--- src/rtl/pingpong_drain_ctrl.sv ---
// Read-side sequencer for a ping-pong buffer: claims a filled half, streams one
// block through a registered valid/ready output stage, and tracks block/error status.
module pingpong_drain_ctrl #(
    parameter int SAMPLE_W = 16,
    parameter int BUF_LEN  = 256,
    parameter int GAP_CYC  = 2,
    parameter int TMO_CYC  = 1024
) (
    input  logic                clk_i,
    input  logic                rst_ni,
    input  logic                enable_i,
    input  logic                oneshot_i,
    input  logic                buf_ready_i,
    input  logic                buf_id_i,
    output logic                buf_take_o,
    input  logic [SAMPLE_W-1:0] rd_data_i,
    input  logic                rd_valid_i,
    output logic                rd_ready_o,
    input  logic                rd_last_i,
    input  logic                overrun_i,
    output logic [SAMPLE_W-1:0] m_data_o,
    output logic                m_valid_o,
    input  logic                m_ready_i,
    output logic                m_first_o,
    output logic                m_last_o,
    output logic                m_buf_id_o,
    output logic                busy_o,
    output logic [15:0]         blk_cnt_o,
    output logic [7:0]          ovr_cnt_o,
    output logic                err_len_o,
    output logic                err_tmo_o,
    input  logic                err_clr_i
);

    localparam int IDX_W = $clog2(BUF_LEN) + 1;
    localparam int TMO_W = $clog2(TMO_CYC + 1);
    localparam int GAP_W = (GAP_CYC > 0) ? $clog2(GAP_CYC + 1) : 1;

    localparam logic [IDX_W-1:0] IDX_LAST = IDX_W'(BUF_LEN - 1);
    localparam logic [TMO_W-1:0] TMO_LAST = TMO_W'(TMO_CYC - 1);
    localparam logic [GAP_W-1:0] GAP_LAST = (GAP_CYC > 0) ? GAP_W'(GAP_CYC - 1) : '0;

    typedef enum logic [2:0] {
        IDLE,
        TAKE,
        STREAM,
        DRAIN,
        GAP,
        HALT
    } state_t;

    function automatic logic [7:0] sat_inc8(input logic [7:0] v);
        return (v == 8'hFF) ? v : v + 8'd1;
    endfunction

    state_t               state;
    state_t               after_block;
    logic [IDX_W-1:0]     idx;
    logic [TMO_W-1:0]     stall_cnt;
    logic [GAP_W-1:0]     gap_cnt;
    logic                 oneshot_q;
    logic                 tmo_hit;
    logic                 buf_id_q;
    logic [15:0]          blk_cnt;

    logic [SAMPLE_W-1:0]  data_p1;
    logic                 vld_p1;
    logic                 first_p1;
    logic                 last_p1;

    logic                 ovr_d;
    logic [7:0]           ovr_cnt;
    logic                 err_len;
    logic                 err_tmo;

    logic                 out_free;
    logic                 rd_ready;
    logic                 accept;
    logic                 at_end;
    logic                 blk_end;
    logic                 len_bad;
    logic                 stall_hit;

    assign out_free    = !vld_p1 || m_ready_i;
    assign rd_ready    = (state == STREAM) && out_free;
    assign accept      = rd_valid_i && rd_ready;
    assign at_end      = (idx == IDX_LAST);
    assign blk_end     = accept && (at_end || rd_last_i);
    // rd_last must coincide exactly with the final index; either mismatch is a length error
    assign len_bad     = accept && (rd_last_i != at_end);
    assign stall_hit   = (state == STREAM) && !rd_valid_i && (stall_cnt == TMO_LAST);
    assign after_block = oneshot_q ? HALT : IDLE;

    always_ff @(posedge clk_i or negedge rst_ni) begin
        if (!rst_ni) begin
            state     <= IDLE;
            idx       <= '0;
            stall_cnt <= '0;
            gap_cnt   <= '0;
            oneshot_q <= 1'b0;
            tmo_hit   <= 1'b0;
            buf_id_q  <= 1'b0;
            blk_cnt   <= '0;
        end else begin
            case (state)
                IDLE: begin
                    if (enable_i && buf_ready_i) begin
                        state <= TAKE;
                    end
                end
                TAKE: begin
                    buf_id_q  <= buf_id_i;
                    oneshot_q <= oneshot_i;
                    idx       <= '0;
                    stall_cnt <= '0;
                    tmo_hit   <= 1'b0;
                    state     <= STREAM;
                end
                STREAM: begin
                    if (rd_valid_i) begin
                        stall_cnt <= '0;
                    end else begin
                        stall_cnt <= stall_cnt + 1'b1;
                    end
                    if (accept) begin
                        idx <= idx + 1'b1;
                    end
                    if (blk_end) begin
                        state <= DRAIN;
                    end else if (stall_hit) begin
                        tmo_hit <= 1'b1;
                        state   <= DRAIN;
                    end
                end
                DRAIN: begin
                    if (out_free) begin
                        if (!tmo_hit) begin
                            blk_cnt <= blk_cnt + 16'd1;
                        end
                        gap_cnt <= '0;
                        state   <= (GAP_CYC > 0) ? GAP : after_block;
                    end
                end
                GAP: begin
                    if (gap_cnt == GAP_LAST) begin
                        state <= after_block;
                    end else begin
                        gap_cnt <= gap_cnt + 1'b1;
                    end
                end
                HALT: begin
                    if (!enable_i) begin
                        state <= IDLE;
                    end
                end
                default: state <= IDLE;
            endcase
        end
    end

    // Output stage p1: loaded on an accepted read, emptied by a downstream handshake
    always_ff @(posedge clk_i or negedge rst_ni) begin
        if (!rst_ni) begin
            data_p1  <= '0;
            vld_p1   <= 1'b0;
            first_p1 <= 1'b0;
            last_p1  <= 1'b0;
        end else if (accept) begin
            data_p1  <= rd_data_i;
            vld_p1   <= 1'b1;
            first_p1 <= (idx == '0);
            last_p1  <= blk_end;
        end else if (m_ready_i) begin
            vld_p1   <= 1'b0;
            first_p1 <= 1'b0;
            last_p1  <= 1'b0;
        end
    end

    always_ff @(posedge clk_i or negedge rst_ni) begin
        if (!rst_ni) begin
            ovr_d   <= 1'b0;
            ovr_cnt <= '0;
            err_len <= 1'b0;
            err_tmo <= 1'b0;
        end else begin
            ovr_d <= overrun_i;
            if (overrun_i && !ovr_d) begin
                ovr_cnt <= sat_inc8(ovr_cnt);
            end
            if (err_clr_i) begin
                err_len <= 1'b0;
                err_tmo <= 1'b0;
            end else begin
                if (len_bad) begin
                    err_len <= 1'b1;
                end
                if (stall_hit) begin
                    err_tmo <= 1'b1;
                end
            end
        end
    end

    assign buf_take_o = (state == TAKE);
    assign rd_ready_o = rd_ready;
    assign busy_o     = (state != IDLE);
    assign m_data_o   = data_p1;
    assign m_valid_o  = vld_p1;
    assign m_first_o  = first_p1;
    assign m_last_o   = last_p1;
    assign m_buf_id_o = buf_id_q;
    assign blk_cnt_o  = blk_cnt;
    assign ovr_cnt_o  = ovr_cnt;
    assign err_len_o  = err_len;
    assign err_tmo_o  = err_tmo;

endmodule
--- config.mk ---
export PLATFORM = sky130hd
export DESIGN_NAME = pingpong_drain_ctrl
export DESIGN_NICKNAME = d
export VERILOG_FILES = /design/src/rtl/pingpong_drain_ctrl.sv
export SDC_FILE = /design/constraint.sdc
export NUM_CORES = 1
export LEC_CHECK = 0
export CORE_MARGIN = 4
export CORE_UTILIZATION = 40
export DETAILED_ROUTE_END_ITERATION = 16
export PLACE_DENSITY = 0.68
export SLEW_MARGIN = 15
export SYNTH_ARGS = -nofsm -noshare
export SYNTH_HDL_FRONTEND = slang
export SYNTH_SLANG_ARGS = --single-unit
--- constraint.sdc ---
create_clock -name clk_i -period 2.71 [get_ports clk_i]
set_input_delay 0.271 -clock clk_i [delete_from_list [all_inputs] [get_ports clk_i]]
set_output_delay 0.271 -clock clk_i [all_outputs]
set_load 0.01 [all_outputs]
==> impl_metrics.tcl <==
set metrics [dict create \
    finalNetCount 447 \
    period_share_pct 91.58 \
    synth_cells 335 \
    rrSetupSlack_ns 0.64 \
    fin_tns_setup_ns 0 \
    first_pass_iters 4 \
    ir_worst_vdd_mv 0.4660 \
    worstSetupStartpointType "flip-flop" \
    dp_hpwl_um 5468 \
    grt_remaining_overflow 0 \
    slew_violations 0 \
    clk_pin_slew_ns 0.08 \
    die_area_um2 10500 \
    ys_warn_count 0 \
    criticalPathCategory "reg -> out" \
    syn-num-nets 370 \
    synth_most_common_cell "dfrtp_1" \
    r2r_cells 9 \
    drive_gt1_share_pct 10.31 \
    crit_chain "nor2b_1, nand2_1, clkinv_1, clkdlybuf4s50_1" \
    die_y_um 102.5 \
    num_rows 34 \
    hold_slack_ns 0.2817 \
    cts-root-buf "clkbuf_8" \
    end_kind "primary output" \
    internal_power_uw 2766 \
    cts_tree "yes" \
    maxCapViolCount 0 \
    yosysSeqAreaShare_pct 51.88 \
    r2r-end "state[0]" \
    cp-startpoint "state[0]" \
    start_util_pct 40.93 \
    synth_largest_area_cell "dfrtp_1" \
    track_usage_pct 14.96 \
    path_max_fanout 16 \
    fin_crit_ns 2.482 \
    avgSynthCellArea_um2 10.66 \
    antenna_left 0 \
    p_sw_uw 1413 \
    rsz0062_at_grt "false" \
    critPathCapture "buf_take_o" \
    swShare_pct 33.81 \
    clock_path_buffers 2 \
    hold_path_class "in -> async" \
    yosys_most_used_dff "dfrtp_1" \
    synth_edf_count 0 \
    synth-seq-cells 74 \
    max_slew_margin_pct 62.21 \
    drt-initial-drc-count 112 \
    fmax_mhz 402.9 \
    r2r-start "idx[2]" \
    numCtsBuffers 9 \
    final_hold_viol_count 0 \
    pwr-share-comb_pct 36.4 \
    grt_pass1_vias 2640 \
    required_ns 2.44 \
    status "complete, no violations" \
    insertion_delay_ns 0.36 \
    fp.coreArea_um2 8721 \
    antennaDiodeCount 0 \
    syn-cell-area_um2 3570 \
    vias 2783 \
    power_density_nw_per_um2 901.7 \
    area_growth_pct 29.83 \
    leakage_uw 0.002001 \
    antenna_found_initial 0 \
    routabilityCongestion 0.8357 \
    grt_pass1_wl_um 12360 \
    post_drt_wl_per_cell_um 14.59 \
    die_w_um 102.5 \
    vias_per_cell 5.301 \
    synth_cell_types 55 \
    drc_errors 0 \
    ios 76 \
    clkPwrFrac_pct 23.0 \
    synth_top_cells_by_count "74 x dfrtp_1, 28 x nand2_1, 24 x nand3_1" \
    cp.arrival_ns 2.21 \
    synthArstFlopShare_pct 100.0 \
    worst_path_max_delay_cell "clkdlybuf4s50_1" \
    seqPwrFrac_pct 40.6 \
    synth_top_area_share_pct 51.88 \
    finalPower_uw 4179 \
    slowest_delay_ns 0.58 \
    setup_viol 0 \
    io_buffer_count 75 \
    wirelength_um 7658 \
    finClkSkew_ns 0.01322 \
    synthTopCellsByArea "dfrtp_1 52%, xor2_1 4.4%, nand3_1 3.4%" \
    htreeDepth 3 \
    cts_num_sinks 74 \
    grt_start_max_net_pins 40 \
    worstMarginPinSlew_ns 0.5631 \
]
-- metal layers --
metal / vias up / global-route usage [%] / part of all wire, %
li1: 1337 / - / -
met1: 1362 / 19.93 / 47
met2: 73 / 23.39 / 44
met3: 11 / 4.027 / 7.5
met4: 0 / 5.550 / 1.5
met5: - / 0 / 0
-- critical path: cells and delay by family (launching register included) --
kind          cells  cell delay (ns)
buf+inv           2             0.82
flops             1             0.53
simple gates      2             0.50
-- cells by family after synthesis --
family                   Yosys count  synth area share (%)
XOR/XNOR                          26                 6.379
multiplexers                      19                 5.994
AND/OR/NAND/NOR                  124                 19.73
adder cells (fa/ha/maj)            8                 2.804
flip-flops                        74                 51.88
buffers and inverters             31                 4.101
AO/OA/AOI/OAI                     53                 9.114
-- cell type report --
| type | instances | area (µm²) |
|---|---|---|
| Tap cell | 108 | 135.1 |
| Clock buffer | 10 | 137.6 |
| Timing Repair Buffer | 79 | 778.2 |
| Sequential cell | 74 | 1854 |
| Multi-Input combinational cell | 230 | 1572 |
| Fill cell | 769 | 4086 |
| Clock inverter | 6 | 90.09 |
| Inverter | 18 | 67.56 |
-- worst min-delay path by stage --
stage,start,to,slack (ns),depth (start not counted)
finish,rst_ni,m_data_o[1],0.28,2
detailed placement,rst_ni,m_data_o[2],0.13,1
global placement,rst_ni,m_data_o[2],0.13,1
floorplan,rst_ni,blk_cnt_o[0],-0.02,0
global route,rst_ni,m_data_o[1],0.28,2
CTS,rst_ni,m_data_o[2],0.27,2
-- state kept, by name, summed over array words and instances (netlist names) --
| name | flops |
|---|---|
| blk_cnt_o | 16 |
| m_data_o | 16 |
| stall_cnt | 11 |
| idx | 9 |
| ovr_cnt_o | 8 |
| state | 3 |
| gap_cnt | 2 |
| err_len_o | 1 |
| err_tmo_o | 1 |
| m_buf_id_o | 1 |
| m_first_o | 1 |
| m_last_o | 1 |
| m_valid_o | 1 |
| oneshot_q | 1 |
| ovr_d | 1 |
| tmo_hit | 1 |
-- power by group through the flow --
| stage | clock, µW | combinational [µW] | sequential [µW] |
|---|---|---|---|
| 2_1_floorplan | 0 | 806 | 1720 |
| 3_3_place_gp | 0 | 1520 | 1700 |
| 3_5_place_dp | 0 | 1540 | 1710 |
| 4_1_cts | 994 | 1550 | 1690 |
| 5_1_grt | 1040 | 1680 | 1740 |
| 6_report | 962 | 1520 | 1700 |
-- cells in the final DEF, fill, tap and decap left out, drive strengths merged, types with 5 or more instances in the layout --
master,instances
a21oi,13
and3,5
clkbuf,10
clkdlybuf4s50,74
dfrtp,74
ha,8
inv,17
mux2,19
nand2,28
nand3,24
nand4,11
nor2,18
nor2b,5
nor3,7
o21ai,24
xnor2,8
xor2,18
-- timing repair --
action	in CTS	in global routing
setup endpoints to repair	0	1
gates resized for setup	0	2
buffers inserted	0	0
hold buffers	1	0
endpoints found under the hold margin	7	0
-- stage by stage --
| step | std cells | util, % | cell area (µm²) | setup WS (ns) |
|---|---|---|---|---|
| finish | 525 | 53.14 | 4634 | 0.2281 |
| global route | 525 | 53.14 | 4634 | 0.04903 |
| CTS | 525 | 53.11 | 4632 | 0.06625 |
| detailed placement | 508 | 50.39 | 4394 | 0.4709 |
| global placement | 508 | 50.39 | 4394 | 0.5529 |
| floorplan | 335 | - | 3570 | 0.8240 |
Note: power is estimated with default switching activity, not from simulation.
